File: src/rtl/traffic_pkg.sv
//==============================================================================
// Module   : traffic_pkg
// Purpose  : Shared phase encoding, 7-segment codes and error bit indices for
//            the traffic-light controller and its monitor.
// Revision : 1.0 - initial release
//==============================================================================
`default_nettype none

package traffic_pkg;

    // Phase encoding doubles as the monitor state encoding (SYNC == none).
    localparam logic [1:0] c_ph_none   = 2'b00;
    localparam logic [1:0] c_ph_red    = 2'b01;
    localparam logic [1:0] c_ph_green  = 2'b10;
    localparam logic [1:0] c_ph_yellow = 2'b11;

    localparam logic [1:0] c_st_sync   = c_ph_none;
    localparam logic [1:0] c_st_red    = c_ph_red;
    localparam logic [1:0] c_st_green  = c_ph_green;
    localparam logic [1:0] c_st_yellow = c_ph_yellow;

    // Segment order {g,f,e,d,c,b,a}, active-high.
    localparam logic [6:0] c_seg_0 = 7'h3F;
    localparam logic [6:0] c_seg_1 = 7'h06;
    localparam logic [6:0] c_seg_2 = 7'h5B;
    localparam logic [6:0] c_seg_3 = 7'h4F;
    localparam logic [6:0] c_seg_4 = 7'h66;
    localparam logic [6:0] c_seg_5 = 7'h6D;
    localparam logic [6:0] c_seg_6 = 7'h7D;
    localparam logic [6:0] c_seg_7 = 7'h07;
    localparam logic [6:0] c_seg_8 = 7'h7F;
    localparam logic [6:0] c_seg_9 = 7'h6F;

    localparam int c_err_w      = 6;
    localparam int c_err_onehot = 0;
    localparam int c_err_seg    = 1;
    localparam int c_err_step   = 2;
    localparam int c_err_order  = 3;
    localparam int c_err_load   = 4;
    localparam int c_err_early  = 5;

    function automatic logic [1:0] next_phase(input logic [1:0] ph);
        logic [1:0] nxt;
        case (ph)
            c_ph_red:    nxt = c_ph_green;
            c_ph_green:  nxt = c_ph_yellow;
            c_ph_yellow: nxt = c_ph_red;
            default:     nxt = c_ph_none;
        endcase
        return nxt;
    endfunction

endpackage

`default_nettype wire

File: src/rtl/seg7_decode.sv
//==============================================================================
// Module   : seg7_decode
// Purpose  : Combinational 7-segment code to BCD digit decoder with legal flag.
// Revision : 1.0 - initial release
//==============================================================================
`default_nettype none

module seg7_decode
    import traffic_pkg::*;
(
    input  logic [6:0] i_code,
    output logic [3:0] o_digit,
    output logic       o_legal
);

    always_comb begin
        o_digit = 4'd0;
        o_legal = 1'b1;
        case (i_code)
            c_seg_0: o_digit = 4'd0;
            c_seg_1: o_digit = 4'd1;
            c_seg_2: o_digit = 4'd2;
            c_seg_3: o_digit = 4'd3;
            c_seg_4: o_digit = 4'd4;
            c_seg_5: o_digit = 4'd5;
            c_seg_6: o_digit = 4'd6;
            c_seg_7: o_digit = 4'd7;
            c_seg_8: o_digit = 4'd8;
            c_seg_9: o_digit = 4'd9;
            default: o_legal = 1'b0;
        endcase
    end

endmodule

`default_nettype wire

File: src/rtl/traffic_light_monitor.sv
//==============================================================================
// Module   : traffic_light_monitor
// Purpose  : Passive checker of traffic-light outputs: decodes the countdown
//            digits, tracks the phase order and flags timing/sequence errors.
// Revision : 1.0 - initial release
//==============================================================================
`default_nettype none

module traffic_light_monitor
    import traffic_pkg::*;
#(
    parameter logic [6:0] RED_T    = 7'd30,
    parameter logic [6:0] GREEN_T  = 7'd25,
    parameter logic [6:0] YELLOW_T = 7'd5
)
(
    input  logic        clk_in,
    input  logic        rst,
    input  logic        red,
    input  logic        green,
    input  logic        yellow,
    input  logic [6:0]  seg_tens,
    input  logic [6:0]  seg_ones,
    input  logic        clr_err,
    output logic [6:0]  value,
    output logic        value_valid,
    output logic [1:0]  phase,
    output logic        locked,
    output logic [5:0]  err_flags,
    output logic        err_pulse,
    output logic [15:0] phase_count
);

    // Stage 1: registered inputs and the previous registered vector
    logic [2:0]         r_lights;
    logic [6:0]         r_seg_tens;
    logic [6:0]         r_seg_ones;
    logic               r_clr;
    logic [2:0]         r_prev_lights;
    logic [6:0]         r_prev_tens;
    logic [6:0]         r_prev_ones;

    // Stage 2: state and outputs
    logic [1:0]         r_state;
    logic [6:0]         r_value;
    logic               r_value_valid;
    logic [c_err_w-1:0] r_err_flags;
    logic               r_err_pulse;
    logic [15:0]        r_phase_count;

    logic [3:0]         w_tens;
    logic [3:0]         w_ones;
    logic               w_tens_legal;
    logic               w_ones_legal;
    logic               w_legal;
    logic [6:0]         w_value;
    logic               w_event;
    logic [1:0]         w_obs_phase;
    logic               w_onehot;
    logic [6:0]         w_load;
    logic [1:0]         w_state_nxt;
    logic [c_err_w-1:0] w_err;
    logic               w_count_inc;

    seg7_decode u_dec_tens (
        .i_code  (r_seg_tens),
        .o_digit (w_tens),
        .o_legal (w_tens_legal)
    );

    seg7_decode u_dec_ones (
        .i_code  (r_seg_ones),
        .o_digit (w_ones),
        .o_legal (w_ones_legal)
    );

    assign w_legal = w_tens_legal & w_ones_legal;
    assign w_value = ({3'b000, w_tens} * 7'd10) + {3'b000, w_ones};
    assign w_event = {r_lights, r_seg_tens, r_seg_ones} !=
                     {r_prev_lights, r_prev_tens, r_prev_ones};

    // Light vector is {yellow, green, red}; anything not one-hot maps to none.
    always_comb begin
        w_obs_phase = c_ph_none;
        case (r_lights)
            3'b001:  w_obs_phase = c_ph_red;
            3'b010:  w_obs_phase = c_ph_green;
            3'b100:  w_obs_phase = c_ph_yellow;
            default: w_obs_phase = c_ph_none;
        endcase
    end

    assign w_onehot = (w_obs_phase != c_ph_none);

    always_comb begin
        w_load = 7'd0;
        case (w_obs_phase)
            c_ph_red:    w_load = RED_T;
            c_ph_green:  w_load = GREEN_T;
            c_ph_yellow: w_load = YELLOW_T;
            default:     w_load = 7'd0;
        endcase
    end

    // r_value always holds the last legally decoded value, so it is the
    // reference for both the step check and the early-change check.
    always_comb begin
        w_state_nxt = r_state;
        w_err       = '0;
        w_count_inc = 1'b0;
        if (w_event) begin
            if (r_state == c_st_sync) begin
                if (w_onehot && w_legal) begin
                    w_state_nxt = w_obs_phase;
                end
            end else if (!w_onehot) begin
                w_err[c_err_onehot] = 1'b1;
                w_err[c_err_seg]    = !w_legal;
                w_state_nxt         = c_st_sync;
            end else if (w_obs_phase == r_state) begin
                w_err[c_err_seg]  = !w_legal;
                w_err[c_err_step] = w_legal && ((w_value + 7'd1) != r_value);
            end else begin
                w_err[c_err_seg]   = !w_legal;
                w_err[c_err_early] = (r_value != 7'd0);
                w_err[c_err_order] = (w_obs_phase != next_phase(r_state));
                w_err[c_err_load]  = w_legal && (w_value != w_load);
                w_count_inc        = (r_state == c_st_yellow) &&
                                     (w_obs_phase == c_st_red) && (w_err == '0);
                w_state_nxt        = w_obs_phase;
            end
        end
    end

    always_ff @(posedge clk_in) begin
        if (!rst) begin
            r_state <= c_st_sync;
        end else begin
            r_state <= w_state_nxt;
        end
    end

    always_ff @(posedge clk_in) begin
        if (!rst) begin
            r_lights      <= 3'b000;
            r_seg_tens    <= 7'd0;
            r_seg_ones    <= 7'd0;
            r_clr         <= 1'b0;
            r_prev_lights <= 3'b000;
            r_prev_tens   <= 7'd0;
            r_prev_ones   <= 7'd0;
            r_value       <= 7'd0;
            r_value_valid <= 1'b0;
            r_err_flags   <= '0;
            r_err_pulse   <= 1'b0;
            r_phase_count <= 16'd0;
        end else begin
            r_lights      <= {yellow, green, red};
            r_seg_tens    <= seg_tens;
            r_seg_ones    <= seg_ones;
            r_clr         <= clr_err;
            r_prev_lights <= r_lights;
            r_prev_tens   <= r_seg_tens;
            r_prev_ones   <= r_seg_ones;
            if (w_legal) begin
                r_value <= w_value;
            end
            r_value_valid <= w_legal;
            r_err_flags   <= (r_clr ? '0 : r_err_flags) | w_err;
            r_err_pulse   <= |w_err;
            if (w_count_inc && (r_phase_count != 16'hFFFF)) begin
                r_phase_count <= r_phase_count + 16'd1;
            end
        end
    end

    assign value       = r_value;
    assign value_valid = r_value_valid;
    assign phase       = r_state;
    assign locked      = (r_state != c_st_sync);
    assign err_flags   = r_err_flags;
    assign err_pulse   = r_err_pulse;
    assign phase_count = r_phase_count;

endmodule

`default_nettype wire

File: config.mk
export PLATFORM = sky130hd
export DESIGN_NAME = traffic_light_monitor
export DESIGN_NICKNAME = d
export VERILOG_FILES = /design/src/rtl/traffic_pkg.sv /design/src/rtl/seg7_decode.sv /design/src/rtl/traffic_light_monitor.sv
export SDC_FILE = /design/constraint.sdc
export NUM_CORES = 1
export LEC_CHECK = 0
export ABC_AREA = 1
export BUFFER_PORTS_ARGS = -buffer_cell sky130_fd_sc_hd__buf_2
export CORE_MARGIN = 1.5
export CORE_UTILIZATION = 35
export DETAILED_ROUTE_END_ITERATION = 12
export GPL_ROUTABILITY_DRIVEN = 0
export PLACE_DENSITY_LB_ADDON = 0.1
export SETUP_SLACK_MARGIN = 0.4
export SLEW_MARGIN = 10
export SYNTH_ARGS = -nofsm -noshare
export SYNTH_HDL_FRONTEND = slang
export SYNTH_SLANG_ARGS = --single-unit
File: constraint.sdc
create_clock -name clk_in -period 5.3 [get_ports clk_in]
set_clock_uncertainty 0.2 [all_clocks]
set_input_delay 0.53 -clock clk_in [delete_from_list [all_inputs] [get_ports clk_in]]
set_output_delay 0.53 -clock clk_in [all_outputs]
set_load 0.01 [all_outputs]
==> impl_summary.log, run 1 <==
INFO  metric time_the_final_worst_path_needs_with_i_o_delays_and_setup = 3.63 ns
INFO  metric synthesis.yosys.warnings = 0
INFO  metric max_incr_delay_on_cp = 0.54 ns
INFO  metric clock_sinks = 68
INFO  metric power_switching_share = 0.294
INFO  metric synthDistinctLibCells = 36
INFO  metric tightest_slew = 0.437 ns
INFO  metric holdBufCountCts = 0
INFO  metric routed_via_density = 4.42
INFO  metric critical_path_arrival = 3.66 ns
INFO  metric share_of_flip_flops_with_an_asynchronous_set_or_reset_after_synthesis = 0
INFO  metric startpoint_type = flop
INFO  metric synth_ff_type = dfxtp_1
INFO  metric largest_net_degree_at_the_start_of_global_routing = 39
INFO  metric post_synth_main_area_contributors = dfxtp_1, nand2_1, inv_1, nor2_1, ha_1
INFO  metric netlist_top_cells_count = nand2_1, inv_1, nor2_1, dfxtp_1, nand4_1
INFO  metric p_leak = 0.00264 uW
INFO  metric die_outline_width = 111 um
INFO  metric setup_viol_count_final = 0
INFO  metric run_status = finished, final reports clean
INFO  metric postSynthRegisterBits = 68
INFO  metric combinationalPowerShare = 0.181
INFO  metric max-cap-violations = 0
INFO  metric post_route_cells_drive_above_1_share = 0.162
INFO  metric wire_length_of_the_first_global_routing_pass = 15.5 mm
INFO  metric critPathBufInv = 2
INFO  metric final_cells = 836
INFO  metric routedWlPerCell = 10.6 um
INFO  metric max-slew-margin-rel = 0.708
INFO  metric cts.root.buffer_cell = clkbuf_16
INFO  metric synth_top_cell_by_area = dfxtp_1
INFO  metric postSynthNetCount = 669
INFO  metric core_rows = 39
INFO  metric timing.final.ws_setup = 1.67 ns
INFO  metric synth.cell_area = 4060 sq um
INFO  metric whs_path_cells = 3
INFO  metric design.final.nets = 724
INFO  metric synth-edff-count = 0
INFO  metric worstPathMaxFanout = 11
INFO  metric number_of_diodes = 0
INFO  metric timing_hold_violations_final = 0
INFO  metric clock_tree.buffer_depth = 2
INFO  metric seq_area_frac_synth = 0.335
INFO  metric postCtsResizedCells = 0
INFO  metric drt_drc_violations_left = 0
INFO  metric post_route_worst_hold_slack = 0.174 ns
INFO  metric rsz0062_at_grt = false
INFO  metric area_growth = 16.3%
INFO  metric drt-initial-drc-count = 154
INFO  metric tritoncts_clock_tree = built
INFO  metric cts_buffers = 9
INFO  metric timing.reg2reg.setup_slack = 1.67 ns
INFO  metric crit_slowest_cell = fa_1
INFO  metric numPortBuffers = 53
INFO  metric endpoint_kind = flop
INFO  metric route.antenna.remaining_nets = 0
INFO  metric global_route.overflow_total = 0
INFO  metric wl = 8.86 mm
INFO  metric final_max_slew_viol_count = 0
INFO  metric clock_latency = 0.34 ns
INFO  metric pwr-share-seq = 0.418
INFO  metric reg2reg_depth = 17
INFO  metric holdCritStartpoint = seg_tens[3]
INFO  metric floorplan_die_height = 111 um
INFO  metric via_count_of_the_first_global_routing_pass = 3,446
INFO  metric hold_class = in -> reg
INFO  metric crit_path_frequent_cell = nand2_1
INFO  metric tns = 0 ns
INFO  metric design.portCount = 54
INFO  metric postSynthAreaPerCell = 6.41 sq um
INFO  metric detailroute.via_count = 3,692
INFO  metric pre_cts_slack = 1.66 ns
INFO  metric setup.worst_path.class = reg -> reg
INFO  metric netlist_instances = 633
INFO  metric worstReg2RegEnd = phase_count[8]
INFO  metric clkTransAtPathRegs = 0.05 ns
INFO  metric layout.core_utilization = 0.415
INFO  metric drt_first_pass_iters = 4
INFO  metric hpwlAfterDp = 6.88 mm
INFO  metric worstPathRequired = 5.33 ns
INFO  metric antenna_found_initial = 0
INFO  metric timing.critical_path.cells = inv_1 -> nand2_1 -> nor2_1 -> nand2_1 -> nand4_1 -> ha_1 -> ha_1 -> fa_1 -> inv_1 -> nand2_1 -> nand3_1 -> nor2_1 -> nand4_2 -> nor2_4 -> nand2_1 -> o21ai_0 -> nor2_1
INFO  metric p_int = 961 uW
INFO  metric yosys.area.top_type_share = 0.335
INFO  metric numPlacedInstances = 820
INFO  metric core_area = 11,400 sq um
INFO  metric post-route-period-util = 0.685
INFO  metric p_sw = 400 uW
INFO  metric worst_hold_path.endpoint = r_seg_tens[3]
INFO  metric ir_worst_vdd = 255 uV
INFO  metric cts_post_setup_buffers_inserted = 0
INFO  metric max_freq = 275 MHz
INFO  metric critical_path.reg2reg.startpoint = r_seg_tens[3]
INFO  metric htree_levels = 3
INFO  metric initial_core_utilization = 0.357
INFO  metric global_route_usage_sum = 0.155
INFO  metric critPathTopFamily = simple AND/OR/NAND/NOR gates
INFO  metric synth.most_common_cell = nand2_1
INFO  metric clockPowerShare = 0.401
INFO  metric power_density = 288 nW/um^2
INFO  metric fp.dieArea = 12,300 sq um
[layer usage]
layer,up-vias,wire [um],global-route usage
met5,-,0,0
met2,57,3930,0.253
met4,0,130,0.0538
li1,2040,-,-
met1,1587,4440,0.198
met3,8,348,0.0432
[how the worst max path moves through the flow]
stage,from,to,cells past startpoint
after CTS,r_seg_tens[3],phase_count[8],17
final,r_seg_tens[3],phase_count[8],17
after global placement,r_seg_tens[6],phase_count[8],16
after floorplan,r_seg_tens[4],phase_count[9],16
after detailed placement,r_seg_tens[3],phase_count[8],17
after global routing,r_seg_tens[3],phase_count[8],17
[metrics by stage]
step / instance area (sq um) / total power (uW)
2_1_floorplan: 4060 / 762
3_3_place_gp: 4450 / 825
3_5_place_dp: 4450 / 829
4_1_cts: 4720 / 1390
5_1_grt: 4720 / 1450
6_report: 4720 / 1360
[flip-flops by register name (all words and copies together) (netlist names)]
signal         cells
err_flags          6
err_pulse          1
phase              2
r_lights           3
r_prev_lights      3
r_seg_tens         7
value              7
r_prev_ones        7
phase_count       16
r_prev_tens        7
r_seg_ones         7
r_clr              1
value_valid        1
[worst register-to-register path, stage by stage, from the launching register on]
cell and delay, ns:
dfxtp_1 0.42, inv_1 0.06, nand2_1 0.08, nor2_1 0.05, nand2_1 0.11, nand4_1 0.21, ha_1 0.36, ha_1 0.21
fa_1 0.54, inv_1 0.05, nand2_1 0.10, nand3_1 0.08, nor2_1 0.20, nand4_2 0.19, nor2_4 0.29, nand2_1 0.15
o21ai_0 0.17, nor2_1 0.06
[cells by family after synthesis]
logic type               after synthesis  share of synthesized area
adder cells (fa/ha/maj)               16                     0.0530
flip-flops                            68                      0.335
AO/OA/AOI/OAI                         40                     0.0512
buffers and inverters                131                      0.128
AND/OR/NAND/NOR                      367                      0.409
XOR/XNOR                              11                     0.0237
[power by group through the flow]
stage	sequential (uW)	clock (uW)	combinational [uW]
6_report	568	546	247
3_3_place_gp	578	0	246
4_1_cts	568	569	250
5_1_grt	573	591	281
3_5_place_dp	579	0	249
2_1_floorplan	579	0	183
[layout by cell type, fill, tap and decap left out, types with 9 or more instances in the layout]
cell | synthesis | final
o21ai_0 | 16 | 16
dfxtp_1 | 68 | 68
clkbuf_16 | 0 | 9
nand3_1 | 21 | 21
nor2_1 | 88 | 88
ha_1 | 14 | 14
nand4_1 | 22 | 22
a21oi_1 | 20 | 20
inv_1 | 111 | 111
buf_2 | 1 | 53
nand2_1 | 189 | 189
nand2_2 | 14 | 14
[cell type report]
cell class | count | area [sq um]
Tap cell | 143 | 179
Clock buffer | 11 | 243
Multi-Input combinational cell | 434 | 2180
Clock inverter | 5 | 27.5
Sequential cell | 68 | 1360
Inverter | 121 | 459
Timing Repair Buffer | 54 | 273
Fill cell | 1247 | 6650
Note: power is estimated with default switching activity, not from simulation.
==> run 2: changes to the inputs <==
clock period = 3 ns   (was 5.3 ns; I/O delays follow)
==> run 2 against run 1 <==
Fmax increased by 12%. Non-clock buffer count grew 98. Via count grew 12%. Hold slack gained 0.062 ns. Die area unchanged. Largest power group is now clock. Highest routed layer unchanged. Global-route usage up 2.1 points. Sequential power is 76% higher. Combinational power rose by 120%. Cell area rose by 24%. Critical endpoint unchanged. The run now ends with negative setup slack left. Critical path type unchanged.
==> impl_summary.log, run 2 (synthesis gave the netlist of run 1 again) <==
INFO  metric floorplan_die_height = 111 um
INFO  metric time_the_final_worst_path_needs_with_i_o_delays_and_setup = 3.24 ns
INFO  metric global_route_usage_sum = 0.177
INFO  metric via_count_of_the_first_global_routing_pass = 3,986
INFO  metric setup_viol_count_final = 19
INFO  metric critical_path.reg2reg.startpoint = r_seg_tens[4]
INFO  metric endpoint_kind = flop
INFO  metric core_rows = 39
INFO  metric worstReg2RegEnd = phase_count[8]
INFO  metric number_of_diodes = 0
INFO  metric mostFrequentLayoutCells = nand2_1, inv_1, nor2_1
INFO  metric antenna_found_initial = 0
INFO  metric numPortBuffers = 53
INFO  metric setup.worst_path.class = reg -> reg
INFO  metric tritoncts_clock_tree = built
INFO  metric numPlacedInstances = 866
INFO  metric reg2reg_depth = 18
INFO  metric layout.core_utilization = 0.515
INFO  metric routed_via_density = 4.42
INFO  metric die_outline_width = 111 um
INFO  metric whs_path_cells = 3
INFO  metric drt-initial-drc-count = 149
INFO  metric worst_hold_path.endpoint = r_lights[0]
INFO  metric ir_worst_vdd = 299 uV
INFO  metric wl = 10.3 mm
INFO  metric clock_tree.buffer_depth = 2
INFO  metric cts_buffers = 9
INFO  metric design.portCount = 54
INFO  metric rsz0062_at_grt = true
INFO  metric route.antenna.remaining_nets = 0
INFO  metric post_route_cells_drive_above_1_share = 0.317
INFO  metric failed_checks = negative setup slack
INFO  metric largest_net_degree_at_the_start_of_global_routing = 40
INFO  metric drt_first_pass_iters = 4
INFO  metric cts.root.buffer_cell = clkbuf_16
INFO  metric worstPathRequired = 3.08 ns
INFO  metric p_leak = 0.00318 uW
INFO  metric clock_sinks = 68
INFO  metric power_density = 444 nW/um^2
INFO  metric detailroute.via_count = 4,129
INFO  metric post-route-period-util = 1.08
INFO  metric max-cap-violations = 0
INFO  metric most_common_cell_after_layout_fill_and_taps_aside = nand2_1
INFO  metric timing.final.ws_setup = -0.236 ns
INFO  metric max-slew-margin-rel = 0.648
INFO  metric final_max_slew_viol_count = 0
INFO  metric core_area = 11,400 sq um
INFO  metric timing.reg2reg.setup_slack = -0.24 ns
INFO  metric hpwlAfterDp = 7.42 mm
INFO  metric fp.dieArea = 12,300 sq um
INFO  metric clock_latency = 0.34 ns
INFO  metric global_route.overflow_total = 0
INFO  metric area_growth = 44.2%
INFO  metric clkTransAtPathRegs = 0.06 ns
INFO  metric post-layout-total-power = 2600 uW
INFO  metric run_status = finished, violations left
INFO  metric design.final.nets = 823
INFO  metric max_freq = 309 MHz
INFO  metric htree_levels = 3
INFO  metric tightest_slew = 0.528 ns
INFO  metric initial_core_utilization = 0.357
INFO  metric largest_register_ff_count = 16
INFO  metric timing_hold_violations_final = 0
INFO  metric worstPathMaxFanout = 7
INFO  metric holdCritStartpoint = rst
INFO  metric hold_class = in -> reg
INFO  metric wire_length_of_the_first_global_routing_pass = 17.7 mm
INFO  metric final_cells = 935
INFO  metric critical_path_arrival = 3.31 ns
INFO  metric startpoint_type = flop
INFO  metric routedWlPerCell = 11.0 um
INFO  metric drt_drc_violations_left = 0
==> run 2: how the worst max path moves through the flow <==
stage	startpoint	slack, ns	to	cells past startpoint
6_report	r_seg_tens[4]	-0.24	phase_count[8]	18
5_1_grt	r_seg_tens[4]	-0.44	phase_count[8]	18
4_1_cts	r_seg_tens[6]	-0.19	phase_count[7]	17
3_5_place_dp	r_seg_ones[5]	-0.28	phase_count[8]	21
3_3_place_gp	r_seg_ones[5]	-0.27	phase_count[9]	21
2_1_floorplan	r_seg_tens[6]	-0.008	phase_count[9]	16
==> run 2: worst max-delay path, stage by stage, from the launching register on <==
cell     delay [ns]
dfxtp_2        0.33
buf_12         0.13
nor3_4         0.19
nand2_2        0.09
nand4_1        0.14
ha_1           0.25
ha_2           0.18
fa_2           0.57
inv_2          0.04
nand2_2        0.06
nand3_2        0.08
nor2_4         0.11
buf_4          0.12
nand4_4        0.13
nor2_4         0.19
nand2_2        0.10
nor2_1         0.12
nor2_1         0.04
nor2_1         0.09
==> run 2: where the power goes <==
part	switching, uW	internal (uW)	total, uW
registers	47.0	953	1000
clock network	416	638	1050
logic	307	236	544
==> run 2: area by class of cell <==
class / instances / area, sq um
Timing Repair Buffer: 152 / 1120
Tap cell: 143 / 179
Sequential cell: 68 / 1390
Inverter: 121 / 469
Fill cell: 1131 / 5520
Clock inverter: 7 / 67.6
Multi-Input combinational cell: 435 / 2400
Clock buffer: 9 / 225
==> run 2: what timing repair did <==
item	in CTS	in global routing
cloned	1	0
hold buffers	18	0
setup endpoints to repair	22	30
endpoints found under the hold margin	18	0
setup buffers	24	10
pin swaps	17	22
resized for setup	42	34
==> run 2: metal layers <==
metal,track usage,wire [um]
met5,0,0
met4,0.0915,287
met3,0.0372,333
met2,0.298,4950
met1,0.212,4740
==> run 2: per-stage QoR <==
step	hold WS, ns	cell area [sq um]	setup slack, ns	TNS [ns]
2_1_floorplan	0.193	4110	-0.00839	-0.0111
3_3_place_gp	0.252	4860	-0.266	-4.12
3_5_place_dp	0.260	4860	-0.279	-4.31
4_1_cts	0.208	5660	-0.191	-2.94
5_1_grt	0.266	5850	-0.444	-7.66
6_report	0.235	5850	-0.236	-3.35
==> run 3: changes to the inputs <==
ABC_AREA = not set   (was 1)
RECOVER_POWER = 100   (was not set)
==> run 3 against run 2 <==
The flow finishes with violations (max-capacitance violations, negative setup slack). Combinational power shrank 54%. Fmax decreased by 9.4%. Global-route usage is 0.54 points higher. Via count shrank 20%. Sequential cell count did not move. Routed wire length decreased by 6.0%. Power is 24% lower. Die area shrank 9.1%. Sequential share of layout area rose by 2.6 points. Non-clock buffer count decreased by 10. Area after synthesis decreased by 9.4%. Largest cell class unchanged.
==> impl_summary.log, run 3 <==
INFO  metric run_status = finished, violations left
INFO  metric failed_checks = max-capacitance violations, negative setup slack
INFO  metric cts.root.buffer_cell = clkbuf_8
INFO  metric route.antenna.remaining_nets = 0
INFO  metric power_switching_share = 0.247
INFO  metric synth-edff-count = 0
INFO  metric clock_tree.buffer_depth = 2
INFO  metric share_of_flip_flops_with_an_asynchronous_set_or_reset_after_synthesis = 0
INFO  metric tritoncts_clock_tree = built
INFO  metric clkTransAtPathRegs = 0.08 ns
INFO  metric clock_latency = 0.34 ns
INFO  metric design.final.nets = 581
INFO  metric critical_path.reg2reg.startpoint = r_seg_tens[6]
INFO  metric initial_core_utilization = 0.358
INFO  metric global_route.overflow_total = 0
INFO  metric clockPowerShare = 0.395
INFO  metric netlist_instances = 418
INFO  metric p_leak = 0.00206 uW
INFO  metric ir_worst_vdd = 239 uV
INFO  metric design.portCount = 54
INFO  metric wl = 9.70 mm
INFO  metric worstReg2RegEnd = phase_count[6]
INFO  metric reg2reg_depth = 13
INFO  metric core_rows = 37
INFO  metric worstSetupStartpoint = r_seg_tens[6]
INFO  metric rsz0062_at_grt = true
INFO  metric synth.mux.area_fraction = 0.0221
INFO  metric htree_levels = 3
INFO  metric power_density = 376 nW/um^2
INFO  metric timing_hold_violations_final = 0
INFO  metric dominant_combinational_cell_family_by_area_after_synthesis = simple AND/OR/NAND/NOR gates
INFO  metric synthesis.yosys.warnings = 0
INFO  metric detailroute.via_count = 3,323
INFO  metric setup_viol_count_final = 19
INFO  metric global_route_usage_sum = 0.182
INFO  metric mostFrequentLayoutCells = buf_4, dfxtp_1, clkbuf_1
INFO  metric synth.cell_area = 3680 sq um
INFO  metric xor_xnor_cell_area_share_of_the_yosys_netlist = 0.112
INFO  metric synth.most_common_cell = dfxtp_1
INFO  metric drt_drc_violations_left = 0
INFO  metric post-layout-total-power = 1980 uW
INFO  metric post-route-period-util = 1.19
INFO  metric synth_top_cell_by_area = dfxtp_1
INFO  metric numPortBuffers = 53
INFO  metric time_the_final_worst_path_needs_with_i_o_delays_and_setup = 3.57 ns
INFO  metric area_growth = 42.6%
INFO  metric die_outline_width = 106 um
INFO  metric synth_simple_gate_area_share = 0.283
INFO  metric p_sw = 489 uW
INFO  metric max-cap-violations = 1
INFO  metric hold_class = in -> reg
INFO  metric synth_fa_ha_area_frac = 0.0612
INFO  metric max_freq = 280 MHz
INFO  metric holdCritStartpoint = rst
INFO  metric number_of_diodes = 0
INFO  metric final_cells = 686
INFO  metric critical_path_arrival = 3.65 ns
INFO  metric tightest_slew = 1.49 ns
INFO  metric worstPathRequired = 3.08 ns
INFO  metric setup.worst_path.class = reg -> reg
INFO  metric numPlacedInstances = 644
INFO  metric synth_ff_type = dfxtp_1
INFO  metric drt-initial-drc-count = 83
INFO  metric startpoint_type = flop
INFO  metric synthDistinctLibCells = 62
INFO  metric postSynthRegisterBits = 68
INFO  metric core_area = 10,300 sq um
INFO  metric endpoint_kind = flop
INFO  metric whs_path_cells = 3
INFO  metric yosys.area.top_type_share = 0.370
INFO  metric pwr-share-seq = 0.479
INFO  metric largest_net_degree_at_the_start_of_global_routing = 42
INFO  metric post_route_cells_drive_above_1_share = 0.304
INFO  metric antenna_found_initial = 0
INFO  metric wire_length_of_the_first_global_routing_pass = 16.0 mm
INFO  metric post_synth_main_area_contributors = dfxtp_1, xnor2_1, and2_1, ha_1, nor2_1
INFO  metric routedWlPerCell = 14.1 um
INFO  metric max-slew-margin-rel = 0.00384
INFO  metric floorplan_die_height = 106 um
INFO  metric worst_hold_path.endpoint = value[4]
INFO  metric worstPathMaxFanout = 7
INFO  metric netlist_top_cells_count = dfxtp_1, and2_1, nor2_1, xnor2_1, nand2_1
INFO  metric clock_sinks = 68
INFO  metric hpwlAfterDp = 6.95 mm
INFO  metric drt_first_pass_iters = 4
INFO  metric routed_via_density = 4.84
INFO  metric largest_register_ff_count = 16
INFO  metric cts_buffers = 9
INFO  metric final_max_slew_viol_count = 0
INFO  metric layout.core_utilization = 0.511
INFO  metric p_int = 1490 uW
INFO  metric synth-compound-area-share = 0.104
INFO  metric postSynthNetCount = 454
INFO  metric postSynthAreaPerCell = 8.80 sq um
INFO  metric seq_area_frac_synth = 0.370
INFO  metric most_common_cell_after_layout_fill_and_taps_aside = buf_4
INFO  metric combinationalPowerShare = 0.126
INFO  metric fp.dieArea = 11,100 sq um
INFO  metric timing.final.ws_setup = -0.570 ns
INFO  metric timing.reg2reg.setup_slack = -0.57 ns
INFO  metric via_count_of_the_first_global_routing_pass = 3,216
==> run 3: cell count changes after synthesis, sizes merged, moves of 13 or more <==
cell	before	now
nor2	97	35
xnor2	5	34
inv	120	13
nand2	204	25
nand4	23	10
and2	0	37
==> run 3: layout make-up <==
cell class              instances  area, sq um
clock buffers                  12          155
inverters                      13         48.8
fillers                      1001         5030
flip-flops and latches         68         1380
clock inverters                 4         47.5
well taps                     136          170
multi-input cells             311         2490
repair buffers                142          952
==> run 3: how the worst max path moves through the flow <==
| stage | slack, ns | to |
|---|---|---|
| after floorplan | -0.71 | phase_count[12] |
| after global placement | -0.63 | phase_count[12] |
| after detailed placement | -0.71 | phase_count[12] |
| after CTS | -0.59 | phase_count[14] |
| after global routing | -0.70 | phase_count[14] |
| final | -0.57 | phase_count[6] |
==> run 3: per-stage QoR <==
step / hold WS [ns] / setup WS [ns] / cell area [sq um] / setup TNS [ns]
final: 0.198 / -0.570 / 5250 / -8.29
after global routing: 0.192 / -0.698 / 5250 / -11.11
after CTS: 0.000946 / -0.594 / 5190 / -8.31
after detailed placement: 0.264 / -0.707 / 4630 / -10.58
after global placement: 0.258 / -0.629 / 4630 / -9.32
after floorplan: 0.222 / -0.707 / 3870 / -7.20
==> run 3: per-layer routing <==
metal	GRT usage	routed length, um	share of wire	vias up
met1	0.253	5010	0.52	1538
met2	0.273	4180	0.43	62
met5	0	0	0	-
met3	0.0315	312	0.032	18
met4	0.0869	198	0.020	0
li1	-	-	-	1705
==> run 3: cell families (layout without fill, tap and decap cells) <==
kind of cell    after synthesis  in the layout
buf+inv                      39            171
flops                        68             68
simple gates                184            184
compound gates               57             57
mux                           8              8
fa+ha+maj                    17             17
xor+xnor                     45             45
==> run 3: what timing repair did <==
item                                   in CTS  in global routing
hold buffers                               17                  1
endpoints found under the hold margin      17                  1
gates resized for setup                    38                 14
setup endpoints to repair                  24                 25
gates cloned                                0                  0
setup buffers                               5                  3
pin swaps                                  15                 14
==> run 3: worst max-delay path, cell delays in order (launching register included) <==
cell and delay (ns):
dfxtp_4 0.38, buf_6 0.12, nor4b_4 0.30, a22oi_2 0.10, o21ai_2 0.21, ha_4 0.24
ha_4 0.25, a21oi_4 0.20, xnor2_4 0.16, mux2i_4 0.29, nand4_4 0.12, or3_4 0.43
or3_1 0.39, a21oi_1 0.12
==> run 3: power groups by stage <==
| stage | Sequential (uW) | Combinational [uW] | Clock (uW) |
|---|---|---|---|
| floorplan | 954 | 152 | 0 |
| global placement | 968 | 215 | 0 |
| detailed placement | 968 | 217 | 0 |
| CTS | 946 | 246 | 802 |
| global route | 950 | 273 | 851 |
| finish | 947 | 249 | 780 |
